## src/rtl/rep3_serial_tx_if.sv

```systemverilog
// rep3_serial_tx_if: parallel-in / serial-out bundle for rep3_serial_tx.
// The parallel data source drives master; the transmitter uses slave.
interface rep3_serial_tx_if #(
    parameter int DATA_W = 8
);
    logic              start;
    logic [DATA_W-1:0] din;
    logic              busy;
    logic              tx_valid;
    logic              tx_bit;
    logic              done;

    modport master (
        output start, din,
        input  busy, tx_valid, tx_bit, done
    );

    modport slave (
        input  start, din,
        output busy, tx_valid, tx_bit, done
    );
endinterface

```

## src/rtl/rep3_serial_tx.sv

```systemverilog
// rep3_serial_tx: triple-repetition serial transmitter, MSB first.
// Define REP3_PARITY_EN to append a thrice-repeated odd-parity bit.
module rep3_serial_tx #(
    parameter int DATA_W = 8
) (
    input  logic            clk,
    input  logic            rst,
    rep3_serial_tx_if.slave bus
);
`ifdef REP3_PARITY_EN
    localparam int FW = DATA_W + 1;
`else
    localparam int FW = DATA_W;
`endif
    localparam int CW = $clog2(FW + 1);

    typedef enum logic {
        IDLE,
        SEND
    } state_t;

    state_t        state_q, state_d;
    logic [FW-1:0] shreg_q, shreg_d;
    logic [CW-1:0] bit_q, bit_d;
    logic [1:0]    rep_q, rep_d;
    logic          busy_q, busy_d;
    logic          valid_q, valid_d;
    logic          txb_q, txb_d;
    logic          done_q, done_d;
    logic [FW-1:0] frame;

`ifdef REP3_PARITY_EN
    // xnor-reduce makes the ones count of data plus parity odd
    assign frame = {bus.din, ~^bus.din};
`else
    assign frame = bus.din;
`endif

    always_comb begin
        state_d = state_q;
        shreg_d = shreg_q;
        bit_d   = bit_q;
        rep_d   = rep_q;
        done_d  = 1'b0;
        unique case (state_q)
            IDLE: begin
                if (bus.start) begin
                    state_d = SEND;
                    shreg_d = frame;
                    bit_d   = '0;
                    rep_d   = '0;
                end
            end
            SEND: begin
                if (rep_q == 2'd2) begin
                    rep_d = '0;
                    if (bit_q == CW'(FW - 1)) begin
                        state_d = IDLE;
                        shreg_d = '0;
                        bit_d   = '0;
                        done_d  = 1'b1;
                    end else begin
                        shreg_d = shreg_q << 1;
                        bit_d   = bit_q + CW'(1);
                    end
                end else begin
                    rep_d = rep_q + 2'd1;
                end
            end
        endcase
        // outputs are registered copies of the next state's view
        busy_d  = (state_d == SEND);
        valid_d = busy_d;
        txb_d   = busy_d & shreg_d[FW-1];
    end

    always_ff @(posedge clk) begin
        if (rst) begin
            state_q <= IDLE;
            shreg_q <= '0;
            bit_q   <= '0;
            rep_q   <= '0;
            busy_q  <= 1'b0;
            valid_q <= 1'b0;
            txb_q   <= 1'b0;
            done_q  <= 1'b0;
        end else begin
            state_q <= state_d;
            shreg_q <= shreg_d;
            bit_q   <= bit_d;
            rep_q   <= rep_d;
            busy_q  <= busy_d;
            valid_q <= valid_d;
            txb_q   <= txb_d;
            done_q  <= done_d;
        end
    end

    assign bus.busy     = busy_q;
    assign bus.tx_valid = valid_q;
    assign bus.tx_bit   = txb_q;
    assign bus.done     = done_q;
endmodule

```

## src/flat_wrapper.sv

```systemverilog
// flat-port wrapper written by rule: the top's interface ports become plain ports
module rep3_serial_tx_flat 
#(
    parameter int DATA_W = 8
)
  (clk, rst, bus_start, bus_din, bus_busy, bus_tx_valid, bus_tx_bit, bus_done);
  rep3_serial_tx_if #(.DATA_W(DATA_W)) bus_i ();
  input  logic clk;
  input  logic rst;
  input wire logic [$bits(bus_i.start)-1:0] bus_start;
  input wire logic [$bits(bus_i.din)-1:0] bus_din;
  output wire logic [$bits(bus_i.busy)-1:0] bus_busy;
  output wire logic [$bits(bus_i.tx_valid)-1:0] bus_tx_valid;
  output wire logic [$bits(bus_i.tx_bit)-1:0] bus_tx_bit;
  output wire logic [$bits(bus_i.done)-1:0] bus_done;
  assign bus_i.start = bus_start;
  assign bus_i.din = bus_din;
  assign bus_busy = bus_i.busy;
  assign bus_tx_valid = bus_i.tx_valid;
  assign bus_tx_bit = bus_i.tx_bit;
  assign bus_done = bus_i.done;
  rep3_serial_tx #(.DATA_W(DATA_W)) u_core (.clk(clk), .rst(rst), .bus(bus_i));
endmodule
```

## config.mk

```make
export PLATFORM = sky130hd
export DESIGN_NAME = rep3_serial_tx_flat
export DESIGN_NICKNAME = d
export VERILOG_FILES = /design/src/rtl/rep3_serial_tx_if.sv /design/src/rtl/rep3_serial_tx.sv /design/src/flat_wrapper.sv
export SDC_FILE = /design/constraint.sdc
export NUM_CORES = 1
export LEC_CHECK = 0
export BUFFER_PORTS_ARGS = -buffer_cell sky130_fd_sc_hd__buf_4
export CAP_MARGIN = 25
export CELL_PAD_IN_SITES_DETAIL_PLACEMENT = 1
export CELL_PAD_IN_SITES_GLOBAL_PLACEMENT = 2
export CORE_ASPECT_RATIO = 1.5
export CORE_MARGIN = 2
export CORE_UTILIZATION = 32
export CTS_CLUSTER_DIAMETER = 40
export DETAILED_ROUTE_END_ITERATION = 6
export PLACE_DENSITY_LB_ADDON = 0.1
export SYNTH_ARGS = -nofsm -noshare
export SYNTH_HDL_FRONTEND = slang
export SYNTH_SLANG_ARGS = --single-unit
```

## constraint.sdc

```tcl
create_clock -name clk -period 2.1 [get_ports clk]
set_clock_uncertainty 0.15 [all_clocks]
set_input_delay 0.105 -clock clk [delete_from_list [all_inputs] [get_ports clk]]
set_output_delay 0.105 -clock clk [all_outputs]
set_load 0.01 [all_outputs]
```

==> impl_metrics.py <==
metrics = {
    "outcome": {
        "run_status": "finished clean",
    },
    "cts": {
        "cts_buffer_depth": 2,
        "cts_tree": "yes",
        "root_buffer": "clkbuf_4",
        "cts_buffers": 3,
        "h-tree-depth": 1,
        "clk_pin_slew_worst_paths_ns": 0.11,
        "post_cts_resized": 0,
        "postCtsSetupRepairBufs": 0,
        "cts.sinks": 17,
        "clock_latency_ns": 0.29,
    },
    "floorplan": {
        "die_h_um": 63.96,
        "dieArea_mm2": 0.002813,
        "core-area_mm2": 0.002260,
        "ios": 15,
        "fp-row-count": 21,
        "start_util_pct": 33.94,
        "die_w_um": 43.98,
    },
    "synthesis": {
        "yosys_warnings": 0,
        "synth.yosys.seq_area_share_pct": 44.37,
        "synthTopCellsByArea": "dfxtp_1 44%, a221o_1 7.8%, and2_1 4.9%, a21oi_1 4.6%, nand3_1 3.3%",
        "syn_nets": 89,
        "yosysTopAreaCell": "dfxtp_1",
        "netlist_instances": 77,
        "ys_ff_latch": 17,
        "synth.avg_cell_area_um2": 9.961,
        "syn_area_um2": 767.0,
        "synth_cell_types": 29,
        "yosysTopAreaCellShare_pct": 44.37,
    },
    "critical_path": {
        "max_stage_delay_ns": 0.60,
        "r2r_start": "u_core.state_q",
        "r2r_cells": 4,
        "path_cells": "nand3b_2 -> nand3_1 -> a21oi_1 -> dlygate4sd3_1",
        "critPathKind": "flop to flop",
        "end_kind": "flop",
        "start_kind": "flop",
        "critical-path-slowest-cell": "dfxtp_1",
        "cp.arrival_ns": 1.90,
        "ff2ff_setup_slack_ns": 0.25,
        "critPathMaxFanout": 14,
        "crit_required_ns": 2.14,
        "rr_endpoint": "u_core.shreg_q[0]",
    },
    "final_layout": {
        "final.fill_count": 259,
        "drive_gt1_share_pct": 22.00,
        "multi_input_area_um2": 391.6,
        "final_cell_mix": "17 x dfxtp_1, 14 x buf_4, 9 x dlygate4sd3_1",
        "final_area_um2": 983.4,
        "nets": 113,
        "n_antenna_cell": 0,
        "fin_cells": 123,
        "area_growth_syn_to_layout_pct": 28.22,
        "regArea_um2": 340.3,
        "utilization_pct": 43.52,
        "final_common_cell": "dfxtp_1",
    },
    "min_path": {
        "holdPathEnd": "u_core.rep_q[1]",
        "hold_depth": 4,
        "hp-class": "input port to flop",
        "hold_path_startpoint": "bus_start",
    },
    "grt": {
        "grt_max_degree": 15,
        "globalRouteTotalUtil_pct": 14.05,
        "grt_pass1_vias": 643,
        "grt_pass1_wl_um": 2953,
        "grt_overflow_total": 0,
        "antenna_found_initial": 0,
    },
    "drt": {
        "drt_pass1_iterations": 2,
        "drc": 0,
        "ant_nets": 0,
        "num_vias": 638,
        "wl_per_cell_um": 14.24,
        "first_iter_violations": 6,
        "vias_per_cell": 5.187,
        "wl_um": 1751,
    },
    "timing": {
        "rsz0062_at_grt": "false",
        "fin_tns_setup_ns": 0,
        "tightestPinTransition_ns": 0.5029,
        "fmax_mhz": 539.2,
        "fin_crit_sh_pct": 88.31,
        "drv_slew": 0,
        "worst_slew_margin_rel_pct": 66.40,
        "finalHoldViolations": 0,
        "final.min_clock_period_ns": 1.855,
        "finalSetupViolations": 0,
    },
    "power_and_ir_drop": {
        "leakage_nw": 0.3925,
        "ir_drop_mv": 0.3159,
        "power_density_mw_per_mm2": 613.3,
    },
    "placed_design": {
        "place_area_um2": 865.8,
        "post-dp-hpwl_um": 1238,
        "io_buffers": 14,
        "place_inst": 110,
        "routabilityCongestion": 0.6862,
    },
    "run": {
        "maxCapViolations": 0,
    },
}
cells by family (layout without fill, tap and decap cells):
group,after synthesis,in the layout,share of synthesized area [%]
xor+xnor,1,1,1.142
flops,17,17,44.37
fa+ha+maj,1,1,1.631
compound gates,19,19,18.92
simple gates,34,34,28.06
buf+inv,4,27,4.567
mux,1,1,1.305
cell type report:
class | count | share of cell area (%)
timing repair buffer | 23 | 19.85
multi-input combinational | 56 | 39.82
tap | 23 | 2.926
clock buffer | 3 | 2.290
clock inverter | 1 | 0.5089
sequential | 17 | 34.61
routing by layer:
layer / wire length, um / share of wire [%] / GRT usage, %
met1: 855 / 49 / 18.01
met2: 842 / 48 / 20.96
met3: 38 / 2.2 / 3.390
met4: 15 / 0.86 / 7.955
met5: 0 / 0 / 0
power breakdown:
part / internal, mW / switching [mW] / leakage (nW) / total (mW)
combinational: 0.0470 / 0.0304 / 0.236 / 0.0773
clock: 0.0707 / 0.105 / 0.0177 / 0.176
sequential: 0.336 / 0.0139 / 0.139 / 0.350
how the worst max path moves through the flow:
stage	start	end
6_report	u_core.state_q	u_core.shreg_q[0]
5_1_grt	u_core.state_q	u_core.shreg_q[0]
4_1_cts	u_core.state_q	u_core.shreg_q[0]
3_5_place_dp	u_core.state_q	u_core.shreg_q[5]
3_3_place_gp	u_core.state_q	u_core.shreg_q[2]
2_1_floorplan	u_core.bit_q[0]	u_core.shreg_q[6]
flip-flops by register name (all words and copies together) (netlist names):
name and cells:
u_core.shreg_q 8, u_core.bit_q 4, u_core.rep_q 2, u_core.bus.done 1
u_core.bus.tx_bit 1, u_core.state_q 1
cell usage after synthesis:
library cell and number:
a211oi_2 1, a21boi_1 1, a21oi_1 7, a221o_1 6, a22o_1 1, a22oi_1 1
and2_1 6, and2b_1 2, and3b_1 2, buf_2 1, buf_4 1, buf_6 2
dfxtp_1 17, ha_1 1, mux2i_1 1, nand2_1 5, nand2b_1 1, nand3_1 5
nand3b_1 3, nand3b_2 1, nor2_1 3, nor3_1 2, nor3_2 1, nor3_4 1
nor3b_1 1, o21ai_0 1, o22a_1 1, or3_1 1, xnor2_1 1
critical path, delay by kind of cell, from the launching register on:
kind | cells | cell delay (ns)
buffers and inverters | 1 | 0.55
flip-flops | 1 | 0.60
AND/OR/NAND/NOR | 2 | 0.39
AO/OA/AOI/OAI | 1 | 0.08
metrics by stage:
| step | power [mW] | setup WS, ns | hold WS, ns |
|---|---|---|---|
| 6_report | 0.6031 | 0.2454 | 0.04060 |
| 5_1_grt | 0.6392 | 0.1233 | 0.05019 |
| 4_1_cts | 0.6095 | 0.2790 | 0.03080 |
| 3_5_place_dp | 0.4217 | 0.4031 | 0.2142 |
| 3_3_place_gp | 0.4205 | 0.4628 | 0.2087 |
| 2_1_floorplan | 0.3951 | 0.6686 | 0.09101 |
what timing repair did:
action / CTS / global route
hold buffers: 9 / 0
endpoints found under the hold margin: 15 / 0
endpoints found under the setup margin: 0 / 0
(Power assumes the default switching activity.)
